--- config.mk ---
export PLATFORM = sky130hd
export DESIGN_NAME = jtframe_sdram_arb
export DESIGN_NICKNAME = d
export VERILOG_FILES = /design/src/rtl/jtframe_sdram_arb_pkg.sv /design/src/rtl/jtframe_arb_pick.sv /design/src/rtl/jtframe_sdram_arb.sv
export SDC_FILE = /design/constraint.sdc
export NUM_CORES = 1
export LEC_CHECK = 0
export ABC_AREA = 1
export CORE_UTILIZATION = 40
export DETAILED_ROUTE_END_ITERATION = 10
export DONT_BUFFER_PORTS = 1
export GPL_TIMING_DRIVEN = 0
export HOLD_SLACK_MARGIN = 0.12
export PLACE_DENSITY = 0.54
export SKIP_LAST_GASP = 1
export SYNTH_ARGS = -nofsm -noshare
export SYNTH_HDL_FRONTEND = slang
export SYNTH_HIERARCHICAL = 1
export SYNTH_SLANG_ARGS = --single-unit
export TNS_END_PERCENT = 1
--- constraint.sdc ---
create_clock -name clk -period 4.1 [get_ports clk]
set_clock_uncertainty 0.15 [all_clocks]
set_input_delay 1.025 -clock clk [delete_from_list [all_inputs] [get_ports clk]]
set_output_delay 1.025 -clock clk [all_outputs]
set_load 0.005 [all_outputs]
--- src/rtl/jtframe_sdram_arb_pkg.sv ---
// Shared types and constants for the SDRAM access arbiter.
// Optional build macro: JTFRAME_SDRAM_ARB_PRIO_EN (fixed slot priority).
package jtframe_sdram_arb_pkg;

    localparam int unsigned SLOTS   = 4;
    localparam int unsigned SLOT_IW = 2;

    localparam logic [1:0] DQM_LO   = 2'b10;
    localparam logic [1:0] DQM_HI   = 2'b01;
    localparam logic [1:0] DQM_WORD = 2'b00;

    typedef enum logic [1:0] {IDLE, REQ, WAIT} state_t;

    typedef enum logic [1:0] {SRC_NONE, SRC_SLOT, SRC_PROG, SRC_RFSH} src_t;

    // Byte lane enable for a download write: mask the half not being written
    function automatic logic [1:0] prog_dqm(input logic a0);
        return a0 ? DQM_HI : DQM_LO;
    endfunction

endpackage

--- src/rtl/jtframe_arb_pick.sv ---
// Combinational 4-way slot picker: rotating search from ptr+1, or fixed
// lowest-index priority when JTFRAME_SDRAM_ARB_PRIO_EN is defined.
module jtframe_arb_pick
    import jtframe_sdram_arb_pkg::*;
(
    input  logic [SLOTS-1:0]   req,
    input  logic [SLOT_IW-1:0] ptr,
    output logic [SLOTS-1:0]   gnt,
    output logic [SLOT_IW-1:0] idx
);

`ifdef JTFRAME_SDRAM_ARB_PRIO_EN
    logic unused_ptr;
    assign unused_ptr = ^ptr;

    always_comb begin
        gnt = '0;
        idx = '0;
        for (int i = int'(SLOTS) - 1; i >= 0; i--) begin
            if (req[SLOT_IW'(i)]) begin
                gnt                = '0;
                gnt[SLOT_IW'(i)]   = 1'b1;
                idx                = SLOT_IW'(i);
            end
        end
    end
`else
    always_comb begin
        logic [SLOT_IW-1:0] cand;
        logic               found;
        gnt   = '0;
        idx   = '0;
        cand  = '0;
        found = 1'b0;
        for (int k = 1; k <= int'(SLOTS); k++) begin
            cand = ptr + SLOT_IW'(k);
            if (!found && req[cand]) begin
                found     = 1'b1;
                gnt[cand] = 1'b1;
                idx       = cand;
            end
        end
    end
`endif

endmodule

--- src/rtl/jtframe_sdram_arb.sv ---
// Shares one SDRAM controller port among four read slots, download writes
// and refresh; one transaction in flight. Macro: JTFRAME_SDRAM_ARB_PRIO_EN.
module jtframe_sdram_arb
    import jtframe_sdram_arb_pkg::*;
#(
    parameter int unsigned AW = 22,
    parameter int unsigned DW = 16
)(
    input  logic              clk,
    input  logic              rst,
    input  logic              downloading,
    input  logic [AW:0]       prog_addr,
    input  logic [7:0]        prog_data,
    input  logic              prog_we,
    output logic              prog_busy,
    output logic              prog_rdy,
    input  logic              rfsh_win,
    input  logic [4*AW-1:0]   slot_addr,
    input  logic [3:0]        slot_req,
    output logic [3:0]        slot_ok,
    output logic [DW-1:0]     slot_dout,
    output logic              sdram_req,
    output logic              sdram_we,
    output logic              sdram_rfsh,
    output logic [AW-1:0]     sdram_addr,
    output logic [DW-1:0]     sdram_din,
    output logic [1:0]        sdram_dqm,
    input  logic              sdram_ack,
    input  logic              sdram_rdy,
    input  logic [DW-1:0]     sdram_dout
);

    state_t             state, state_nx;
    src_t               src, src_nx;
    logic [SLOT_IW-1:0] cur_slot, slot_nx, ptr, ptr_nx;
    logic               rfsh_win_q, rfsh_pend, rfsh_pend_nx, rfsh_req_c;
    logic               prog_pend, prog_pend_nx;
    logic [AW:0]        prog_addr_q, prog_addr_nx;
    logic [7:0]         prog_data_q, prog_data_nx;

    logic               req_nx, we_nx, rfsh_nx, prog_rdy_nx, prog_busy_nx;
    logic [AW-1:0]      addr_nx, sel_addr;
    logic [DW-1:0]      din_nx, dout_nx;
    logic [1:0]         dqm_nx;
    logic [3:0]         ok_nx, slot_elig, pick_gnt;
    logic [SLOT_IW-1:0] pick_idx;

    // Slots are held off during downloads and for one cycle after any read return
    assign slot_elig  = (downloading || slot_ok != 4'd0) ? 4'd0 : slot_req;
    assign rfsh_req_c = rfsh_pend | (rfsh_win & ~rfsh_win_q);

    jtframe_arb_pick u_pick (
        .req (slot_elig),
        .ptr (ptr),
        .gnt (pick_gnt),
        .idx (pick_idx)
    );

    always_comb begin
        sel_addr = '0;
        for (int i = 0; i < int'(SLOTS); i++) begin
            if (pick_idx == SLOT_IW'(i)) sel_addr = slot_addr[i*AW +: AW];
        end
    end

    // Next-state and next-output logic
    always_comb begin
        state_nx     = state;
        src_nx       = src;
        slot_nx      = cur_slot;
        ptr_nx       = ptr;
        rfsh_pend_nx = rfsh_req_c;
        prog_pend_nx = prog_pend;
        prog_addr_nx = prog_addr_q;
        prog_data_nx = prog_data_q;
        req_nx       = sdram_req;
        we_nx        = sdram_we;
        rfsh_nx      = sdram_rfsh;
        addr_nx      = sdram_addr;
        din_nx       = sdram_din;
        dqm_nx       = sdram_dqm;
        ok_nx        = '0;
        dout_nx      = slot_dout;
        prog_rdy_nx  = 1'b0;
        prog_busy_nx = prog_busy;

        if (prog_we && !prog_busy) begin
            prog_addr_nx = prog_addr;
            prog_data_nx = prog_data;
            prog_pend_nx = 1'b1;
            prog_busy_nx = 1'b1;
        end

        unique case (state)
            IDLE: begin
                if (prog_pend) begin
                    state_nx     = REQ;
                    src_nx       = SRC_PROG;
                    prog_pend_nx = 1'b0;
                    req_nx       = 1'b1;
                    we_nx        = 1'b1;
                    rfsh_nx      = 1'b0;
                    addr_nx      = prog_addr_q[AW:1];
                    din_nx       = DW'({prog_data_q, prog_data_q});
                    dqm_nx       = prog_dqm(prog_addr_q[0]);
                end else if (rfsh_req_c) begin
                    state_nx     = REQ;
                    src_nx       = SRC_RFSH;
                    rfsh_pend_nx = 1'b0;
                    req_nx       = 1'b1;
                    we_nx        = 1'b0;
                    rfsh_nx      = 1'b1;
                    addr_nx      = '0;
                    din_nx       = '0;
                    dqm_nx       = DQM_WORD;
                end else if (pick_gnt != 4'd0) begin
                    state_nx     = REQ;
                    src_nx       = SRC_SLOT;
                    slot_nx      = pick_idx;
                    ptr_nx       = pick_idx;
                    req_nx       = 1'b1;
                    we_nx        = 1'b0;
                    rfsh_nx      = 1'b0;
                    addr_nx      = sel_addr;
                    din_nx       = '0;
                    dqm_nx       = DQM_WORD;
                end
            end
            REQ: begin
                if (sdram_ack) begin
                    req_nx   = 1'b0;
                    state_nx = WAIT;
                end
            end
            WAIT: begin
                if (sdram_rdy) begin
                    state_nx = IDLE;
                    src_nx   = SRC_NONE;
                    if (src == SRC_SLOT) begin
                        ok_nx[cur_slot] = 1'b1;
                        dout_nx         = sdram_dout;
                    end else if (src == SRC_PROG) begin
                        prog_rdy_nx  = 1'b1;
                        prog_busy_nx = 1'b0;
                    end
                end
            end
            default: state_nx = IDLE;
        endcase
    end

    always_ff @(posedge clk) begin
        if (rst) begin
            state       <= IDLE;
            src         <= SRC_NONE;
            cur_slot    <= '0;
            ptr         <= SLOT_IW'(SLOTS - 1);
            rfsh_win_q  <= 1'b0;
            rfsh_pend   <= 1'b0;
            prog_pend   <= 1'b0;
            prog_addr_q <= '0;
            prog_data_q <= '0;
            sdram_req   <= 1'b0;
            sdram_we    <= 1'b0;
            sdram_rfsh  <= 1'b0;
            sdram_addr  <= '0;
            sdram_din   <= '0;
            sdram_dqm   <= '0;
            slot_ok     <= '0;
            slot_dout   <= '0;
            prog_rdy    <= 1'b0;
            prog_busy   <= 1'b0;
        end else begin
            state       <= state_nx;
            src         <= src_nx;
            cur_slot    <= slot_nx;
            ptr         <= ptr_nx;
            rfsh_win_q  <= rfsh_win;
            rfsh_pend   <= rfsh_pend_nx;
            prog_pend   <= prog_pend_nx;
            prog_addr_q <= prog_addr_nx;
            prog_data_q <= prog_data_nx;
            sdram_req   <= req_nx;
            sdram_we    <= we_nx;
            sdram_rfsh  <= rfsh_nx;
            sdram_addr  <= addr_nx;
            sdram_din   <= din_nx;
            sdram_dqm   <= dqm_nx;
            slot_ok     <= ok_nx;
            slot_dout   <= dout_nx;
            prog_rdy    <= prog_rdy_nx;
            prog_busy   <= prog_busy_nx;
        end
    end

endmodule

After elaboration in Yosys (flattened, before gate mapping)
Index checks and enable logic that the tools add are counted.
- bits in registers: 107
- input bits: 146
- output and inout port bits: 65
- add/subtract/negate cells: 3
- magnitude comparators: 10
- equality and inequality tests: 10
- multiplexer cells: 74
- bitwise operators: 11
- reduce and logical (&&, ||, !) cells: 29
- operator list (operator ; number):
    $mux W22 ; 7
    $mux W16 ; 3
    $mux W1 ; 32
    $mux W2 ; 15
    $mux W4 ; 5
    $lt A2 B3 Y1 const B ; 5
    $or A4 B4 Y4 ; 3
    $reduce_and A3 Y1 ; 4
    $demux W1 S2 ; 5
    $ge A2 B1 Y1 const B ; 5
    $logic_and A1 B1 Y1 ; 9
    $bmux W1 S2 ; 4
    $eq A2 B2 Y1 const B ; 4
    $reduce_bool A4 Y1 ; 2
    $reduce_or A4 Y1 ; 2
    $eq A2 B1 Y1 const B ; 3
    $not A1 Y1 ; 6
    $pmux W2 S3 ; 1
    $add A2 B2 Y2 const B ; 2
    $logic_not A1 Y1 ; 4
    $logic_not A2 Y1 ; 2
    $ne A2 B2 Y1 const B ; 2
    $ne A4 B4 Y1 const B ; 1
    $pmux W2 S2 ; 1
    other kinds (9) ; 10

Logic depth before layout (Yosys ltp)
Gate-level depths: netlist of the first run.
- depth after elaboration: 23
- mapped depth: 21
- gate-level depth less buffers: 19

Cells and area by module
The synthesis of the first run kept the hierarchy.
- by module, submodules not included (module ; instances ; cells each ; area each (um^2)):
    jtframe_sdram_arb ; 1 ; 693 ; 4644.5
    jtframe_arb_pick ; 1 ; 85 ; 535.5

Least setup slack after synthesis of the first run
No wires, ideal clock.
- kind: input-to-reg
- from: input downloading
- to: register sdram_addr[15]
- library setup time: 0.128 ns
- arrival: 2.948 ns
- required time: 3.822 ns
- setup slack: 0.874 ns
- cell stages on the path: 18
- buffers on the path: 2
- path through: nor3_1 > nand2_1 > nor2_1 > inv_1 > nand2_1 > nand3_1 > nand2_2 > o21ai_1 > nor2_1 > nor2_1 > buf_4 > nor2_4 > buf_2 > nand2_1 > nand2_1 > o21ai_0 > a21oi_1 > nor2_1
- longest elaborated chain between the ends: 22
- elaborated cells between the ends (all ways): 44
- RTL lines (what ; RTL line ; text):
    start, declared ; jtframe_sdram_arb.sv:11 ; input logic downloading,
    $logic_or A1 B1 Y1 (*) ; jtframe_sdram_arb.sv:49 ; assign slot_elig = (downloading || slot_ok != 4'd0) ? 4'd0 : slot_req;
    $mux W4 (*) ; jtframe_sdram_arb.sv:49 ;
    net slot_elig[1] ; jtframe_sdram_arb.sv:45 ; logic [3:0] ok_nx, slot_elig, pick_gnt;
    $bmux W1 S2 ; jtframe_arb_pick.sv:37 ; if (!found && req[cand]) begin
    $mux W1 (not written as such) ; jtframe_arb_pick.sv:37 ;
    $mux W1 ; jtframe_arb_pick.sv:37 ;
    $logic_not A1 Y1 ; jtframe_arb_pick.sv:37 ;
    $logic_and A1 B1 Y1 ; jtframe_arb_pick.sv:37 ;
    [... 6 more ...] ; n/a ;
    $mux W2 (*) ; jtframe_arb_pick.sv:37 ;
    net pick_idx[0] ; jtframe_sdram_arb.sv:46 ; logic [SLOT_IW-1:0] pick_idx;
    $logic_not A2 Y1 ; jtframe_sdram_arb.sv:62 ; if (pick_idx == SLOT_IW'(i)) sel_addr = slot_addr[i*AW +: AW];
    $mux W22 (3 in series) ; jtframe_sdram_arb.sv:62 ;
    $mux W22 (*) ; jtframe_sdram_arb.sv:62 ;
    $mux W22 (*) ; jtframe_sdram_arb.sv:116 ; end else if (pick_gnt != 4'd0) begin
    $mux W22 (*) ; jtframe_sdram_arb.sv:106 ; end else if (rfsh_req_c) begin
    $mux W22 (*) ; jtframe_sdram_arb.sv:96 ; if (prog_pend) begin
    end signal, assigned ; jtframe_sdram_arb.sv:186 ; sdram_addr <= addr_nx;
    end, declared ; jtframe_sdram_arb.sv:25 ; output logic [AW-1:0] sdram_addr,
Mark *: on every way through the listed nets, which the timed path passes. The rest lies on a longest branch. The select of a mux whose other input is x is not followed.
A chain may end at the register's enable or synchronous reset.

Final worst setup path of the first run
- from: input downloading
- to: register sdram_addr[17]
The elaborated chain is that of the path after synthesis.

==> metrics.txt, run 1 <==
# rows 41; EDFF count, synth 0; GRT Util Overall between 20% and 30%; Initial Util approximately two fifths; post-route clock period utilization between 80% and 90%; TritonCTS clock tree yes; max-slew violation count 0; Final WS setup 770 ps; first-pass GRT wire length roughly 23,000 um; Skew-Pair Late Insertion Delay ~350 ps; CTS clk-pin slew, worst paths 70 ps; dpl cells between 900 and 1,000; clk root buf clkbuf_16; H-tree depth 3; Slew HR between 50 and 60%; Worst VDD drop about 0.27 mV; Die Wd 116 um; total die area roughly 0.013 mm^2; dpl hpwl 12,000 um; Fmax between 0.3 and 0.4 GHz; WL final about 15,000 um; CP Max Fanout 10; Synth Instances between 700 and 800; initial antenna violation count 0; DR pass1 iterations 6; Final Hold Viols 0; Pleak 2.57 nW; buffer count from post-CTS setup fixing 0; Primary FF master, synth dfxtp_1; largest net degree at the start of global routing 20; TNS Setup 0 ps; fraction of layout cells with a size suffix above 1 11.5%; MaxCap Viol Count 0; Core Region ~0.013 mm^2; antenna viol nets, final 0; routed wire length per instance approximately 16 um; Worst Path Class, Setup in -> reg; synthesis-to-finish area growth 10.3%; worst hold slack 320 ps; GP Congestion 0.894; DRC Markers 0; Worst Tran Pin Value roughly 660 ps; Num CTS Buffers 9; Place WS around 400 ps; Syn Area/Cell around 6.7 um^2; syn nets about 930; Seq/Total Area, Yosys around two fifths; antenna cell count 0; vias between 4,000 and 5,000; Async S/R FF share, synth 0%; fin cells between 900 and 1,000; distinct cell type count after synthesis 35; CP endpoint kind flop; post-CTS sizing 0; vias in the first global route around 4,600; I/O Pins between 200 and 250; status completed; Critical Path Start Type primary input; Layout Nets ~940; Seq cells post-synth ~100; port bufs 0; post-route core utilization a little under half; Via density 5.09; clk buf depth 2; P per Cell Area between 600 and 700 mW/mm^2; Chip Height approximately 120 um; Tmin final about 3300 ps; Final setup viols 0; # fillers about 1,400; Syn. warnings 6; Worst Path Required 4240 ps; Hold Path Class reg -> reg; RSZ-0062 raised after global routing no; hold buffers post-CTS 0; worst path arrival time 3470 ps; grt total ovfl 0; cell area after synthesis ~0.0052 mm^2; clock sinks 99; Detailed Route Iter0 Violations 225
==> worst max-delay path: stages <==
cell and delay [ps]:
nor3_1 120, nand2_1 120, nor2_1 380, inv_1 80
nand2_1 100, nand3_1 90, nand2_1 70, nand2_1 70
nor2_1 150, nor2_1 60, nor2_1 150, buf_4 220
buf_2 250, o21ai_0 140, nand3_1 120, nand2_1 80
nand2_1 60, nand2_1 50, a21oi_2 110
==> state kept, by name, summed over array words and instances, names as in the netlist, 2 cells and up <==
signal and count:
cur_slot 2, ptr 2, prog_data_q 8, prog_addr_q 23, src 2, sdram_addr 22, slot_dout 16, sdram_dqm 2
slot_ok 4, sdram_din 8, state 2
==> cell usage after synthesis, drive strengths merged (2+ instances only) <==
master  instances  share of area [%]
inv            56                4.3
a21boi          4               0.58
nand3          63                6.7
ha              8                1.9
clkinv          2               0.17
buf            29                4.2
nor3            7               0.68
nand2         202                 16
clkbuf         17                1.2
nor2          176                 14
a21oi          43                5.1
o21ai          67                6.5
dfxtp          99                 38
==> per-layer routing <==
layer	GRT usage [%]	share of wire [%]
met5	0	0
met4	8.38	2.4
met3	7.27	8.3
met2	37.7	46
met1	28.1	44
==> power breakdown <==
| part | internal [W] | leakage (nW) | switching, W |
|---|---|---|---|
| Combinational | 0.000593 | 1.61 | 0.00120 |
| Sequential | 0.00109 | 0.810 | 0.000116 |
| Clock | 0.000491 | 0.153 | 0.000412 |
==> metrics by stage <==
stage               power, W  area (um^2)
floorplan            0.00256         5180
finish               0.00391         5710
global placement     0.00297         5400
detailed placement   0.00302         5400
global route         0.00420         5710
CTS                  0.00393         5710
==> final cells by class <==
class	count	area, um^2	area share, %
plain buffers	46	279	4.88
clock buffers	9	225	3.94
clock inverters	7	93.8	1.64
inverters	58	229	4.01
multi-input cells	575	2690	47.1
flip-flops and latches	99	1980	34.7
well taps	172	215	3.77
==> path summary, 6_finish.rpt <==
kind                            cells past startpoint                     endpoint                        start  slack [ps]
worst max-delay path                               19  sdram_addr[17]$_SDFFE_PP0P_                  downloading         770
worst min-delay path                                2    sdram_din[7]$_SDFFE_PP0P_  prog_data_q[7]$_SDFFE_PP0P_         320
worst max register to register                     17  sdram_addr[17]$_SDFFE_PP0P_          ptr[1]$_SDFFE_PP1P_         800
worst min register to register                      2    sdram_din[7]$_SDFFE_PP0P_  prog_data_q[7]$_SDFFE_PP0P_         320
==> cells in the final DEF, fill, tap and decap left out, types with 2 or more instances in the layout <==
| cell type | instances |
|---|---|
| dfxtp_1 | 99 |
| nand3_4 | 2 |
| nand2_1 | 189 |
| nor3_1 | 7 |
| o21ai_0 | 64 |
| nand2_2 | 8 |
| clkbuf_16 | 9 |
| ha_1 | 8 |
| nor2_4 | 4 |
| buf_4 | 18 |
| inv_2 | 5 |
| o21ai_1 | 2 |
| a21oi_2 | 13 |
| buf_2 | 7 |
| clkbuf_1 | 17 |
| a21boi_0 | 4 |
| a21oi_1 | 30 |
| buf_6 | 4 |
| nor2_1 | 169 |
| inv_6 | 2 |
| nor2_2 | 2 |
| nand2_4 | 4 |
| inv_8 | 3 |
| nand3_1 | 60 |
| inv_1 | 49 |
==> kinds of logic after synthesis <==
| logic type | share of synthesized area [%] |
|---|---|
| AOI/OAI and AO/OA | 12.7 |
| and+or+nand+nor | 37.3 |
| buffers and inverters | 9.81 |
| DFF | 38.3 |
| adders and majority gates | 1.93 |
Note: power is estimated with default switching activity, not from simulation.
==> run 2: changes to the inputs <==
==> constraint.sdc (replaced) <==
create_clock -name clk -period 3.2 [get_ports clk]
set_clock_uncertainty 0.15 [all_clocks]
set_input_delay 0.8 -clock clk [delete_from_list [all_inputs] [get_ports clk]]
set_output_delay 0.8 -clock clk [all_outputs]
set_load 0.005 [all_outputs]
==> metrics.txt, run 2 (synthesis gave the netlist of run 1 again) <==
status completed; max reg flops 23 (unchanged); Skew-Pair Late Insertion Delay 360 ps (about the same); Num CTS Buffers 9 (unchanged); Via density 5.08 (-0.18%); Final setup viols 0 (unchanged); hold buffers post-CTS 0 (unchanged); initial antenna violation count 0 (unchanged); Slew HR 55.8% (-0.17 points); MaxCap Viol Count 0 (unchanged); post-route core utilization 45.4% (+0.13 points); Initial Util 41.0% (unchanged); DRC Markers 0 (unchanged); Chip Height 116 um (unchanged); TritonCTS clock tree yes; design area 0.00573 mm^2 (+0.28%); antenna cell count 0 (unchanged); worst path arrival time 3190 ps (-280 ps); first-pass GRT wire length 23,100 um (unchanged); buffer count from post-CTS setup fixing 0 (unchanged); H-tree depth 3 (unchanged); Worst Tran Pin Value 663 ps (+2.61 ps); Final WS setup 154 ps (-617 ps); WL final 15,200 um (about the same); total power 0.00503 W (+29%); Worst Path Class, Setup reg -> reg; fraction of layout cells with a size suffix above 1 12.1% (+0.63 points); register name with the most flops prog_addr_q; area post-placement 0.00540 mm^2 (unchanged); Hold Path Class reg -> reg; total die area 0.0134 mm^2 (unchanged); I/O Pins 211 (unchanged); routed wire length per instance 15.8 um (about the same); DR pass1 iterations 5 (-1); Final Hold Viols 0 (unchanged); Tmin final 3050 ps; max-slew violation count 0 (unchanged); Core Region 0.0126 mm^2 (unchanged); largest net degree at the start of global routing 20 (unchanged); Layout Nets 943 (unchanged); GP Congestion 0.894 (unchanged); Fmax 0.328 GHz; synthesis-to-finish area growth 10.6%; clock sinks 99 (unchanged); Detailed Route Iter0 Violations 233 (+3.6%); port bufs 0 (unchanged); clk root buf clkbuf_16; Place WS -283 ps (-675 ps); Worst Path Required 3340 ps (-900 ps); biggest regs prog_addr_q x23, sdram_addr x22, slot_dout x16; CTS clk-pin slew, worst paths 70 ps (about the same); post-CTS sizing 2 (+2); Critical Path Start Type flop; dpl hpwl 12,000 um (unchanged); Pleak 2.57 nW (about the same); Worst VDD drop 0.345 mV (+29%); worst hold slack 320 ps (unchanged); P per Cell Area 877 mW/mm^2 (+28%); grt total ovfl 0 (unchanged); CP Max Fanout 11 (+1); vias 4,908 (-0.18%); vias in the first global route 4,639 (unchanged); most common cell after layout, fill and taps aside nand2_1; RSZ-0062 raised after global routing yes; Die Wd 116 um (unchanged); GRT Util Overall 22.9% (unchanged); antenna viol nets, final 0 (unchanged); most frequent cells in the layout nand2_1 (189), nor2_1 (167), dfxtp_1 (97); # rows 41 (unchanged); post-route clock period utilization between 90% and 100%; CP endpoint kind flop; clk buf depth 2 (unchanged)
==> run 2: cell counts in the layout (fill, tap and decap cells not counted) <==
No cell type changed its count.
==> run 2: cell type report <==
cell class	instances	area, um^2
plain buffers	46	283
clock buffers	9	225
clock inverters	7	93.8
fillers	1364	6890
inverters	58	229
multi-input cells	575	2700
flip-flops and latches	99	1980
well taps	172	215
==> run 2: routing by layer <==
metal / GRT usage, % / vias to the layer above / share of wire, %
li1: - / 2470 / -
met1: 28.1 / 2234 / 44
met2: 37.7 / 175 / 46
met3: 7.27 / 29 / 8.0
met4: 8.38 / 0 / 2.4
met5: 0 / - / 0
==> run 2: critical path: stages, from the launching register on <==
cell     delay [ps]
dfxtp_2         390
buf_6           180
inv_8            70
ha_1            370
inv_2           140
nand3_1          90
nand2_1         120
nand2_1         100
nor2_1          170
nor2_1           80
nor2_2          130
buf_6           180
inv_4            80
nor2_4          120
buf_6           150
nand2_1          50
nand3_1          90
nand2_1          90
nand2_1          70
nand2_1          60
a21oi_2         110
==> run 2: metrics by stage <==
step,std cells,setup TNS [ps]
2_1_floorplan,778,0
3_3_place_gp,950,-4130
3_5_place_dp,950,-5900
4_1_cts,966,0
5_1_grt,966,-225
6_report,966,0
==> run 2: path summary, 6_finish.rpt <==
path	start	endpoint	slack, ps	cells after the start
max	ptr[0]$_SDFFE_PP1P_	sdram_addr[5]$_SDFFE_PP0P_	150	20
min	prog_data_q[7]$_SDFFE_PP0P_	sdram_din[7]$_SDFFE_PP0P_	320	2
max reg2reg	ptr[0]$_SDFFE_PP1P_	sdram_addr[5]$_SDFFE_PP0P_	150	20
min reg2reg	prog_data_q[7]$_SDFFE_PP0P_	sdram_din[7]$_SDFFE_PP0P_	320	2
==> run 2: report_power, final <==
part | switching, W | internal (W)
clock | 0.000529 | 0.000629
sequential | 0.000149 | 0.00140
combinational | 0.00155 | 0.000771
==> run 3: changes to the inputs <==
==> constraint.sdc (replaced) <==
create_clock -name clk -period 3.2 [get_ports clk]
set_clock_uncertainty 0.15 [all_clocks]
set_input_delay 0.16 -clock clk [delete_from_list [all_inputs] [get_ports clk]]
set_output_delay 0.16 -clock clk [all_outputs]
set_load 0.005 [all_outputs]
==> metrics.txt, run 3 (synthesis gave the netlist of run 1 again) <==
GP Congestion 0.894 (unchanged); slowest stage delay, CP 390 ps (about the same); Critical Path Start Type flop; max reg flops 23 (unchanged); CP max stage cell dfxtp_2; Skew-Pair Late Insertion Delay 360 ps (about the same); Worst Path Required 3340 ps (about the same); Tmin final 3090 ps (+45.7 ps); GRT Util Overall 25.5% (+2.5 points); dpl hpwl 12,000 um (unchanged); Worst Tran Pin Value 673 ps (+10.1 ps); post-route clock period utilization 96.6% (+1.4 points); Gate power share 47.9% (+1.8 points); # rows 41 (unchanged); Num CTS Buffers 9 (unchanged); largest net degree at the start of global routing 20 (unchanged); Via density 5.05 (-0.57%); Worst Path Class, Setup reg -> reg; routed wire length per instance 15.5 um (-1.6%); max-slew violation count 0 (unchanged); Hold Crit Depth 6 (+4); initial antenna violation count 0 (unchanged); Die Wd 116 um (unchanged); # fillers 1,225 (-10%); buffer count from post-CTS setup fixing 0 (unchanged); CTS clk-pin slew, worst paths 70 ps (about the same); biggest regs prog_addr_q x23, sdram_addr x22, slot_dout x16; first-pass GRT wire length 25,800 um (+12%); clk buf depth 2 (unchanged); antenna viol nets, final 0 (unchanged); sequential power share 29.8% (-1.0 points); RSZ-0062 raised after global routing yes; internal power 0.00291 W (+3.8%); Worst VDD drop 0.343 mV (-0.48%); Hold Path Class in -> reg; TritonCTS clock tree yes; Initial Util 41.0% (unchanged); vias in the first global route 5,429 (+17%); Detailed Route Iter0 Violations 263 (+13%); worst path arrival time 3230 ps (+40 ps); CP Max Fanout 11 (unchanged); status completed; DR pass1 iterations 4 (-1); Fmax 0.323 GHz (-1.5%); Chip Height 116 um (unchanged); Crit path top cell by count nand2_1; most frequent cells in the layout nand2_1 (189), nor2_1 (167), dlygate4sd3_1 (134); register name with the most flops prog_addr_q; P per Cell Area 735 mW/mm^2 (-16%); Pleak 3.14 nW (+22%); R2R depth 20 (unchanged); Slew HR 55.1% (-0.67 points); MaxCap Viol Count 0 (unchanged); Net Switching 0.00229 W (+2.6%); clk root buf clkbuf_16; CP endpoint kind flop; Final Hold Viols 0 (unchanged); sw frac 44.0% (-0.28 points); most common cell after layout, fill and taps aside nand2_1; I/O Pins 211 (unchanged); Layout Nets 1,077 (+14%); Critical Path Start ptr[0]$_SDFFE_PP1P_; fraction of layout cells with a size suffix above 1 10.3% (-1.7 points); clock sinks 99 (unchanged); area post-placement 0.00540 mm^2 (unchanged); hold path start slot_addr[20]; WL final 17,100 um (+12%); total die area 0.0134 mm^2 (unchanged); vias 5,557 (+13%); Core Region 0.0126 mm^2 (unchanged); crit-path cells buf_6 > inv_8 > ha_1 > inv_2 > nand3_1 > nand2_1 > nand2_1 > nor2_1 > nor2_1 > nor2_2 > buf_6 > inv_4 > nor2_4 > buf_6 > nand2_1 > nand3_1 > nand2_1 > nand2_1 > nand2_1 > a21oi_2; reg2reg start ptr[0]$_SDFFE_PP1P_; Final setup viols 0 (unchanged); grt total ovfl 0 (unchanged); DRC Markers 0 (unchanged); port bufs 0 (unchanged); post-route core utilization 56.0% (+11 points); H-tree depth 3 (unchanged); design area 0.00707 mm^2 (+23%); antenna cell count 0 (unchanged); total power 0.00519 W (+3.3%); worst hold slack 131 ps (-189 ps); Clock power frac 22.3% (-0.7 points); synthesis-to-finish area growth 36.4%
==> run 3: cell count changes in the layout (fill, tap and decap cells not counted) <==
cell,before,now
dlygate4sd3_1,0,134
nor2_2,3,4
nor2_4,5,4
==> run 3: per-layer routing <==
| metal | track usage, % | vias up | share of wire, % | routed length [um] |
|---|---|---|---|---|
| li1 | - | 2740 | - | - |
| met1 | 29.0 | 2546 | 42 | 7190 |
| met2 | 43.8 | 218 | 48 | 8180 |
| met3 | 7.53 | 53 | 6.6 | 1130 |
| met4 | 11.8 | 0 | 3.3 | 557 |
| met5 | 0 | - | 0 | 0 |
==> run 3: final timing paths <==
check,to,slack (ps)
setup / recovery,sdram_addr[5]$_SDFFE_PP0P_,110
hold / removal,sdram_addr[20]$_SDFFE_PP0P_,130
setup reg to reg,sdram_addr[5]$_SDFFE_PP0P_,110
hold reg to reg,src[0]$_SDFFE_PP0P_,320
==> run 3: what timing repair did <==
| action | in CTS | in global routing |
|---|---|---|
| hold buffers | 134 | 0 |
| hold endpoints to repair | 80 | 0 |
| pin swaps | 0 | 0 |
| setup endpoints to repair | 19 | 22 |
| resized for setup | 2 | 4 |
==> run 3: critical path: cells and delay by family (launching register included) <==
family	cells	cell delay, ps
adders and majority gates	1	370
DFF	1	390
buffers and inverters	6	810
and+or+nand+nor	12	1190
AOI/OAI and AO/OA	1	110
==> run 3: stage by stage <==
| stage | cells | setup slack [ps] | TNS (ps) |
|---|---|---|---|
| floorplan | 778 | 546 | 0 |
| global placement | 950 | -64.6 | -306 |
| detailed placement | 950 | -77.0 | -431 |
| CTS | 1100 | 35.8 | 0 |
| global route | 1100 | -99.9 | -580 |
| finish | 1100 | 108 | 0 |
==> run 3: power groups by stage <==
stage          sequential (W)  combinational (W)  clock [W]
2_1_floorplan         0.00152            0.00176          0
3_3_place_gp          0.00157            0.00223          0
3_5_place_dp          0.00158            0.00229          0
4_1_cts               0.00155            0.00243    0.00118
5_1_grt               0.00157            0.00275    0.00123
6_report              0.00155            0.00249    0.00116
==> run 3: layout make-up <==
class / count / area (um^2) / area share [%]
Multi-Input combinational cell: 575 / 2700 / 38.1
Sequential cell: 99 / 1980 / 28.1
Timing Repair Buffer: 134 / 1340 / 19.0
Inverter: 58 / 229 / 3.24
Clock inverter: 7 / 93.8 / 1.33
Buffer: 46 / 283 / 4.00
Clock buffer: 9 / 225 / 3.19
Tap cell: 172 / 215 / 3.05
